### src/rtl/axi4_mult_pkg.sv
// Shared types and helpers for the AXI4 multiplier scheduler.
package axi4_mult_pkg;

   typedef enum logic [2:0] {
      IDLE, AW, W, B, AR, R, RSP
   } state_t;

   function automatic int beats(input int sz, input int dsz);
      return 2 * sz / dsz;
   endfunction

   function automatic int cnt_w(input int n);
      return $clog2(n + 1);
   endfunction

endpackage

### src/rtl/axi4_mult_scheduler_rr_arbiter.sv
// Combinational round-robin pick: first request at or after the pointer.
module rr_arbiter #(
   parameter int N = 4
) (
   input  logic [N-1:0]         req_i,
   input  logic [$clog2(N)-1:0] ptr_i,
   output logic [N-1:0]         gnt_o,
   output logic [$clog2(N)-1:0] idx_o,
   output logic                 any_o
);

   localparam int IW = $clog2(N);

   // Scan downward so the lowest offset from the pointer wins last.
   always_comb begin
      idx_o = '0;
      for (int i = N - 1; i >= 0; i--) begin
         if (req_i[(int'(ptr_i) + i) % N])
            idx_o = IW'((int'(ptr_i) + i) % N);
      end
      any_o = |req_i;
      gnt_o = '0;
      if (any_o)
         gnt_o[idx_o] = 1'b1;
   end

endmodule

### src/rtl/axi4_mult_scheduler.sv
// Shares one AXI4 multiplier slave among NREQ requesters, one op in flight.
// Optional ERR_RETRY_EN: replay the AW..R sequence once after an error.
import axi4_mult_pkg::*;

module axi4_mult_scheduler #(
   parameter int NREQ = 4,
   parameter int SZ   = 32,
   parameter int ASZ  = 2,
   parameter int DSZ  = 8
) (
   input  logic                    clk,
   input  logic                    _rst,
   input  logic [NREQ-1:0]         req_valid,
   output logic [NREQ-1:0]         req_ready,
   input  logic [NREQ*SZ-1:0]      req_a,
   input  logic [NREQ*SZ-1:0]      req_b,
   output logic                    rsp_valid,
   input  logic                    rsp_ready,
   output logic [$clog2(NREQ)-1:0] rsp_id,
   output logic [2*SZ-1:0]         rsp_data,
   output logic                    rsp_ok,
   output logic [ASZ-1:0]          awaddr,
   output logic                    awvalid,
   input  logic                    awready,
   output logic [DSZ-1:0]          wdata,
   output logic                    wvalid,
   input  logic                    wready,
   output logic                    wlast,
   input  logic                    bresp,
   input  logic                    bvalid,
   output logic                    bready,
   output logic [ASZ-1:0]          araddr,
   output logic                    arvalid,
   input  logic                    arready,
   input  logic [DSZ-1:0]          rdata,
   input  logic                    rvalid,
   output logic                    rready,
   input  logic                    rlast,
   input  logic                    rresp
);

   localparam int WBEATS = beats(SZ, DSZ);
   localparam int RBEATS = beats(SZ, DSZ);
   localparam int CW     = cnt_w(RBEATS);
   localparam int IW     = $clog2(NREQ);

   state_t            state_q;
   logic [IW-1:0]     ptr_q;
   logic [2*SZ-1:0]   opnd_q;
   logic [2*SZ-1:0]   result_q;
   logic [CW-1:0]     cnt_q;
   logic              err_q;
   logic [NREQ-1:0]   req_ready_q;
   logic              rsp_valid_q;
   logic [IW-1:0]     rsp_id_q;
   logic              rsp_ok_q;
   logic              awvalid_q;
   logic [DSZ-1:0]    wdata_q;
   logic              wvalid_q;
   logic              wlast_q;
   logic              bready_q;
   logic              arvalid_q;
   logic              rready_q;

   logic [NREQ-1:0]   gnt;
   logic [IW-1:0]     gidx;
   logic              gany;
   logic              r_over;
   logic              r_last_beat;
   logic              err_nxt;
   logic              retry_go;

   rr_arbiter #(.N(NREQ)) u_arb (
      .req_i (req_valid),
      .ptr_i (ptr_q),
      .gnt_o (gnt),
      .idx_o (gidx),
      .any_o (gany)
   );

   assign r_over      = (cnt_q >= CW'(RBEATS));
   assign r_last_beat = (cnt_q == CW'(RBEATS - 1));
   assign err_nxt     = err_q | ~rresp | r_over | (rlast ^ r_last_beat);

`ifdef ERR_RETRY_EN
   logic retry_q;
   assign retry_go = err_nxt & ~retry_q;
`else
   assign retry_go = 1'b0;
`endif

   always_ff @(posedge clk or negedge _rst) begin
      if (!_rst) begin
         state_q     <= IDLE;
         ptr_q       <= '0;
         opnd_q      <= '0;
         result_q    <= '0;
         cnt_q       <= '0;
         err_q       <= 1'b0;
         req_ready_q <= '0;
         rsp_valid_q <= 1'b0;
         rsp_id_q    <= '0;
         rsp_ok_q    <= 1'b0;
         awvalid_q   <= 1'b0;
         wdata_q     <= '0;
         wvalid_q    <= 1'b0;
         wlast_q     <= 1'b0;
         bready_q    <= 1'b0;
         arvalid_q   <= 1'b0;
         rready_q    <= 1'b0;
`ifdef ERR_RETRY_EN
         retry_q     <= 1'b0;
`endif
      end else begin
         req_ready_q <= '0;
         unique case (state_q)
            IDLE: if (gany) begin
               req_ready_q <= gnt;
               opnd_q      <= {req_b[int'(gidx)*SZ +: SZ],
                               req_a[int'(gidx)*SZ +: SZ]};
               rsp_id_q    <= gidx;
               ptr_q       <= IW'((int'(gidx) + 1) % NREQ);
               err_q       <= 1'b0;
               awvalid_q   <= 1'b1;
               state_q     <= AW;
`ifdef ERR_RETRY_EN
               retry_q     <= 1'b0;
`endif
            end
            AW: if (awready) begin
               awvalid_q <= 1'b0;
               wvalid_q  <= 1'b1;
               wdata_q   <= opnd_q[DSZ-1:0];
               wlast_q   <= (WBEATS == 1);
               cnt_q     <= '0;
               state_q   <= W;
            end
            W: if (wready) begin
               if (int'(cnt_q) == WBEATS - 1) begin
                  wvalid_q <= 1'b0;
                  wlast_q  <= 1'b0;
                  bready_q <= 1'b1;
                  state_q  <= B;
               end else begin
                  cnt_q   <= cnt_q + 1'b1;
                  wdata_q <= opnd_q[(int'(cnt_q) + 1)*DSZ +: DSZ];
                  wlast_q <= (int'(cnt_q) == WBEATS - 2);
               end
            end
            B: if (bvalid) begin
               err_q     <= err_q | ~bresp;
               bready_q  <= 1'b0;
               arvalid_q <= 1'b1;
               state_q   <= AR;
            end
            AR: if (arready) begin
               arvalid_q <= 1'b0;
               rready_q  <= 1'b1;
               cnt_q     <= '0;
               state_q   <= R;
            end
            R: if (rvalid) begin
               if (!r_over) begin
                  result_q[int'(cnt_q)*DSZ +: DSZ] <= rdata;
                  cnt_q <= cnt_q + 1'b1;
               end
               err_q <= err_nxt;
               if (rlast) begin
                  rready_q <= 1'b0;
                  if (retry_go) begin
                     err_q     <= 1'b0;
                     awvalid_q <= 1'b1;
                     state_q   <= AW;
`ifdef ERR_RETRY_EN
                     retry_q   <= 1'b1;
`endif
                  end else begin
                     rsp_valid_q <= 1'b1;
                     rsp_ok_q    <= ~err_nxt;
                     state_q     <= RSP;
                  end
               end
            end
            RSP: if (rsp_ready) begin
               rsp_valid_q <= 1'b0;
               state_q     <= IDLE;
            end
            default: state_q <= IDLE;
         endcase
      end
   end

   assign req_ready = req_ready_q;
   assign rsp_valid = rsp_valid_q;
   assign rsp_id    = rsp_id_q;
   assign rsp_data  = result_q;
   assign rsp_ok    = rsp_ok_q;
   assign awaddr    = '0;
   assign awvalid   = awvalid_q;
   assign wdata     = wdata_q;
   assign wvalid    = wvalid_q;
   assign wlast     = wlast_q;
   assign bready    = bready_q;
   assign araddr    = '0;
   assign arvalid   = arvalid_q;
   assign rready    = rready_q;

endmodule

### config.mk
export PLATFORM = sky130hd
export DESIGN_NAME = axi4_mult_scheduler
export DESIGN_NICKNAME = d
export VERILOG_FILES = /design/src/rtl/axi4_mult_pkg.sv /design/src/rtl/axi4_mult_scheduler_rr_arbiter.sv /design/src/rtl/axi4_mult_scheduler.sv
export SDC_FILE = /design/constraint.sdc
export NUM_CORES = 1
export LEC_CHECK = 0
export ABC_AREA = 1
export CORE_MARGIN = 5
export CORE_UTILIZATION = 42
export CTS_BUF_LIST = sky130_fd_sc_hd__clkbuf_4 sky130_fd_sc_hd__clkbuf_8 sky130_fd_sc_hd__clkbuf_16
export DETAILED_ROUTE_END_ITERATION = 10
export GPL_TIMING_DRIVEN = 0
export PLACE_DENSITY_LB_ADDON = 0.08
export SETUP_SLACK_MARGIN = 0.3
export SYNTH_ARGS = -nofsm -noshare
export SYNTH_HDL_FRONTEND = slang
export SYNTH_SLANG_ARGS = --single-unit
### constraint.sdc
create_clock -name clk -period 2.6 [get_ports clk]
set_input_delay 0.65 -clock clk [delete_from_list [all_inputs] [get_ports clk]]
set_output_delay 0.65 -clock clk [all_outputs]
set_load 0.1 [all_outputs]
==> metrics, run 1 <==
status finished, final reports clean; via count 11747; WL/cell 15.89 microns; synthesized instance count about 1600; share of layout cells above drive strength 1 around 14%; asr flop ratio synth 100.0%; crit path cell chain clkdlybuf4s15_1; power per cell area approximately 1300 nW/um^2; share of the synthesized area in the top cell type 38.95%; Crit Reg-Reg Startpoint cnt_q[0]; Pre-Repair DR Iteration Count 5; Sequential Power Share 19.0%; DRC 0; first-pass GRT wire length between 50 and 60 mm; TritonCTS clock tree yes; Ys Warns 0; largest net degree at the start of global routing roughly 110; I/O pin cnt between 300 and 400; root cell of the clock tree clkbuf_16; Layout area overhead 51.51%; area of the core ~24000 sq um; vias in the first global route roughly 11000; Power, Total 0.02006 W; Synth Register Bits 160; Critical Path AT 1.63 ns; Crit. End Element primary output; post-synthesis instance area a little over 10000 sq um; top cell family by delay on the critical path buffers and inverters; clock sink total 160; Fin. Hold Viols 0; initial antenna violation count 0; Tmin final 2.275 ns; Starting Density ~43%; Post-synth EDFFs 0; RSZ-0062 raised after global routing yes; clk slew on worst S/H paths around 0.08 ns; ANT nets after route 0; Leakage between 8 and 9 nW; CP required 1.95 ns; Synth area leaders dfrtp_1, nand2_1, nand3_1; TritonCTS Buffers 17; Buf/Inv on CP 1; CP Launch Type flip-flop; max_slew headroom between 30% and 40%; DP HPWL 29.06 mm; Worst R2R Setup Slack around 0.40 ns; Comb pwr share around two thirds; Clk network pwr share about an eighth; Worst-Skew Late Latency roughly 0.44 ns; nets ~2300; slowest stage cell, crit path clkdlybuf4s15_1; Die W around 170 microns; drt initial violations ~960; sequential area share after synthesis about 40%; R2R depth 13; die height around 170 microns; final setup vio count 0; CP startpoint rsp_data[45]; class of the worst hold path in -> async; final setup TNS 0 ns; unique cell type count in the Yosys netlist 39; VDD IR-drop max about 0.00076 V; Worst-Margin Slew 0.9568 ns; critical path class reg -> out; Critical Path End rsp_data[45]; CP Max Fanout 2; switching share of power between 50% and 60%; max-cap violation count 0; total track usage between 20% and 30%; Sw Pwr between 0.01 and 0.015 W; Crit path depth 1; Placed Instance Area around 14000 sq um; Clock H-tree levels 4; period utilisation layout 87.51%; cell taking the most area after synthesis dfrtp_1; crit-path max cell delay 0.83 ns; reg2reg end rsp_data[39]; vias per std cell approximately 5; GRT overflow 0; Synth Flop Type dfrtp_1; average size of a mapped cell approximately 6.5 sq um; row cnt 57; clock tree buffer depth 2; max frequency roughly 440 MHz; Die Footprint around 28000 sq um; final WL 37.32 mm; Final Max Slew Viols 0; fin util 64.42%; hold_buf cts 0; # diodes 0; I/O Buffers 364; Pint between 0.009 and 0.01 W; Final GP Congestion 0.9420; final instance area ~16000 sq um; Worst Clk Skew slightly above 0.007 ns
[cell usage in the layout (no fill, tap or decap), types with 5 or more instances in the layout]
cell type        instances
a21oi_1                 14
nand2_2                 15
buf_2                   11
nand3_2                 10
nor3_1                   7
clkbuf_1                15
clkbuf_16               17
buf_12                   5
buf_1                    7
clkbuf_2                68
a31oi_1                  7
o21ai_0                 88
ha_1                     9
buf_6                    9
buf_8                    7
inv_2                   11
buf_4                   51
clkdlybuf4s15_2         33
nand3_1                221
clkdlybuf4s50_1        273
dfrtp_1                158
nand4_1                 33
inv_8                    6
nor2_4                   5
o21ai_1                  9
clkdlybuf4s15_1          9
nand2_1                588
inv_1                  218
nor2_1                  50
[metal layers]
metal / part of all wire (%) / vias up / GRT usage (%)
met1: 39 / 5366 / 31.28
met4: 3.2 / 0 / 9.143
met5: 0 / - / 0
met2: 51 / 471 / 46.51
met3: 6.7 / 79 / 4.717
li1: - / 5831 / -
[cells by family (layout without fill, tap and decap cells)]
group	count (synthesis)	after routing	share of synthesized area (%)
fa+ha+maj	10	10	1.217
xor+xnor	1	1	0.08522
compound gates	137	137	7.291
other cells	1	4	0.03648
flops	160	160	38.95
simple gates	947	948	39.00
mux	3	3	0.3286
buf+inv	327	762	13.10
[stage by stage]
step / setup slack (ns) / cells / hold slack, ns
detailed placement: -0.4447 / 2278 / 0.4644
CTS: 0.2483 / 2333 / 0.1251
global placement: -5.582 / 2277 / 0.4654
finish: 0.3249 / 2349 / 0.1178
floorplan: 0.3128 / 1589 / 0.3544
global route: 0.2796 / 2349 / 0.1404
[layout make-up]
cell class / instances / area [sq um]
buffer: 94 / 648.1
clock buffer: 17 / 425.4
clock inverter: 15 / 182.7
fill: 2220 / 8602
inverter: 232 / 879.6
multi-input combinational: 1103 / 5179
sequential: 160 / 4006
tap: 324 / 405.4
timing repair buffer: 404 / 3849
[timing repair]
item                       CTS  global route
setup buffers               22            16
gates cloned                 2             0
pin swaps                    9            14
setup endpoints to repair  219           189
gates resized for setup    273           137
[cell usage after synthesis (all sizes together) (2+ instances only)]
| cell | instances |
|---|---|
| dfrtp | 160 |
| a22oi | 2 |
| ha | 10 |
| mux2 | 3 |
| nor2 | 57 |
| nand3 | 233 |
| o211ai | 4 |
| clkbuf | 49 |
| buf | 46 |
| inv | 231 |
| a31oi | 7 |
| o22a | 2 |
| nand4 | 33 |
| o21ai | 97 |
| or2 | 2 |
| o2111ai | 3 |
| nor3 | 12 |
| nand2 | 607 |
| nor4 | 3 |
| a21oi | 14 |
| o21a | 4 |
[registers in the layout, summed over array words and instances, names as in the netlist, 2 cells and up]
signal,flops
state_q,3
rsp_data,64
wdata,8
rsp_id,2
ptr_q,2
opnd_q,64
req_ready,4
cnt_q,4
[power groups by stage]
stage,Combinational [W],Sequential [W],Clock (W)
final,0.0137,0.00381,0.00253
after global routing,0.0151,0.00389,0.00266
after CTS,0.0133,0.00379,0.00255
after detailed placement,0.0122,0.00383,0
after global placement,0.0120,0.00383,0
after floorplan,0.00709,0.00525,0
[worst min path at each step]
stage	start	end	slack (ns)	cells after the start
after floorplan	_rst	arvalid	0.35	0
after global placement	rsp_id[0]	rsp_id[0]	0.47	2
after detailed placement	opnd_q[9]	opnd_q[9]	0.46	2
after CTS	_rst	wvalid	0.13	1
after global routing	_rst	state_q[1]	0.14	1
final	_rst	wvalid	0.12	1
Note: power is estimated with default switching activity, not from simulation.
==> inputs of run 2 (changes only) <==
- CORE_UTILIZATION: 42 -> 30
==> run 2 against run 1 <==
Net effect: die area rose by 37%; design area increased by 1.4%; sequential share of layout area is 0.37 points lower; critical path type unchanged; via count decreased by 2.0%; worst hold slack improved by 0.041 ns; largest power group unchanged; count of clock-buffer cells in the layout unchanged; critical path depth is the same; non-clock buffer count down 12.
==> metrics, run 2 (synthesis gave the netlist of run 1 again) <==
DRC 0 (unchanged); Layout area overhead 53.70% (was 51.51%); DP HPWL 32.62 mm (was 29.06 mm); Crit Reg-Reg Startpoint ptr_q[0] (was cnt_q[0]); TritonCTS clock tree yes (unchanged); Starting Density 30.50% (was 42.52%); Setup WS post-layout 0.3257 ns (was 0.3249 ns); Placed Instance Area 14540 sq um (was 14380 sq um); GRT overflow 0 (unchanged); CP startpoint rsp_data[56] (was rsp_data[45]); Final Max Slew Viols 0 (unchanged); max-cap violation count 0 (unchanged); Die Footprint 38070 sq um (was 27700 sq um); Leakage 8.140 nW (was 8.188 nW); crit-path max cell delay 0.82 ns (was 0.83 ns); placed insts 2402 (was 2278); initial antenna violation count 2 (was 0); I/O Buffers 364 (unchanged); period utilisation layout 87.47% (was 87.51%); Die W 195.1 microns (was 166.4 microns); class of the worst hold path in -> async (unchanged); max_slew headroom 36.78% (was 36.46%); area of the core 33700 sq um (was 24180 sq um); final WL 41.56 mm (was 37.32 mm); # diodes 0 (unchanged); Crit. End Element primary output (unchanged); final setup vio count 0 (unchanged); crit path cell chain clkdlybuf4s15_1 (unchanged); critical path class reg -> out (unchanged); via count 11509 (was 11747); Pre-Repair DR Iteration Count 7 (was 5); Worst-Skew Late Latency 0.44 ns (about the same); power per cell area 1286 nW/um^2 (was 1288 nW/um^2); final instance area 15800 sq um (was 15570 sq um); TritonCTS Buffers 17 (unchanged); first-pass GRT wire length 63.62 mm (was 58.51 mm); max frequency 439.7 MHz (was 439.5 MHz); Worst-Margin Slew 0.9520 ns (was 0.9568 ns); ANT nets after route 0 (unchanged); VDD IR-drop max 0.0006328 V (was 0.0007576 V); clock sink total 160 (unchanged); commonest non-fill, non-tap cell in the layout nand2_1 (unchanged); Crit path depth 1 (unchanged); nets 2290 (was 2301); RSZ-0062 raised after global routing yes (unchanged); die height 195.1 microns (was 166.4 microns); final setup TNS 0 ns (unchanged); I/O pin cnt 369 (unchanged); R2R depth 15 (was 13); clk slew on worst S/H paths 0.07 ns (was 0.08 ns); vias per std cell 4.675 (was 5.001); Finished Layout Cells 2462 (was 2349); Critical Path AT 1.62 ns (was 1.63 ns); clock tree buffer depth 2 (unchanged); drt initial violations 587 (was 955); reg2reg end opnd_q[16] (was rsp_data[39]); share of layout cells above drive strength 1 13.85% (was 14.42%); Critical Path End rsp_data[56] (was rsp_data[45]); Clock H-tree levels 4 (unchanged); most frequent cells in the layout nand2_1, clkdlybuf4s50_1, nand3_1 (unchanged); Worst R2R Setup Slack 0.36 ns (was 0.40 ns); vias in the first global route 11407 (was 11330); WL/cell 16.88 microns (was 15.89 microns); slowest stage cell, crit path clkdlybuf4s15_1 (unchanged); total track usage 20.99% (was 25.94%); CP Max Fanout 2 (unchanged); Worst Clk Skew 0.01035 ns (was 0.007161 ns); root cell of the clock tree clkbuf_16 (unchanged); row cnt 67 (was 57); CP required 1.95 ns (about the same); dpl ws -0.5827 ns (was -0.4447 ns); Final GP Congestion 0.8481 (was 0.9420); Tmin final 2.274 ns (was 2.275 ns); top cell family by delay on the critical path buffers and inverters (unchanged); Fin. Hold Viols 0 (unchanged); status finished, final reports clean (unchanged); CP Launch Type flip-flop (unchanged); Buf/Inv on CP 1 (unchanged); largest net degree at the start of global routing 85 (was 108)
## run 2: through the flow
stage	hold WS, ns	power (W)	utilization, %
floorplan	0.3544	0.01234	-
global placement	0.4658	0.01618	43.04
detailed placement	0.4657	0.01625	43.14
CTS	0.1971	0.01978	46.25
global route	0.2226	0.02199	46.89
finish	0.1591	0.02032	46.89
## run 2: cell type report
cell class                 count  area (sq um)
inverter                     232         892.1
sequential                   160          4006
timing repair buffer         391          3880
clock buffer                  17         425.4
tap                          448         560.5
buffer                        95         659.4
clock inverter                15         187.7
multi-input combinational   1104          5189
fill                        3534         17900
## run 2: how the worst min path moves through the flow
stage | startpoint | endpoint | slack [ns] | cells after the start
floorplan | _rst | arvalid | 0.35 | 0
global placement | opnd_q[2] | opnd_q[2] | 0.47 | 2
detailed placement | opnd_q[9] | opnd_q[9] | 0.47 | 2
CTS | _rst | bready | 0.20 | 1
global route | _rst | bready | 0.22 | 1
finish | _rst | bready | 0.16 | 1
## run 2: power by group
part,switching (W),total [W],internal (W)
combinational,0.00914,0.0139,0.00474
clock,0.00122,0.00261,0.00139
sequential,0.000527,0.00383,0.00330
## run 2: repair_timing
item	4_1_cts	5_1_grt
gates cloned	3	2
setup endpoints to repair	223	176
hold buffers	0	0
gates resized for setup	282	139
pin swaps	11	16
buffers inserted	13	10
## run 2: routing by layer
| layer | global-route usage, % | vias to the layer above | routed length [microns] |
|---|---|---|---|
| li1 | - | 5812 | - |
| met4 | 4.163 | 4 | 716 |
| met2 | 38.22 | 295 | 21100 |
| met3 | 3.808 | 47 | 2144 |
| met1 | 26.08 | 5351 | 17570 |
| met5 | 0 | - | 27 |
==> inputs of run 3 (changes only) <==
- ABC_CLOCK_PERIOD_IN_PS: not set -> 2600
==> results of run 3 <==
The final DEF is identical to that of run 2; final timing and power are the same.
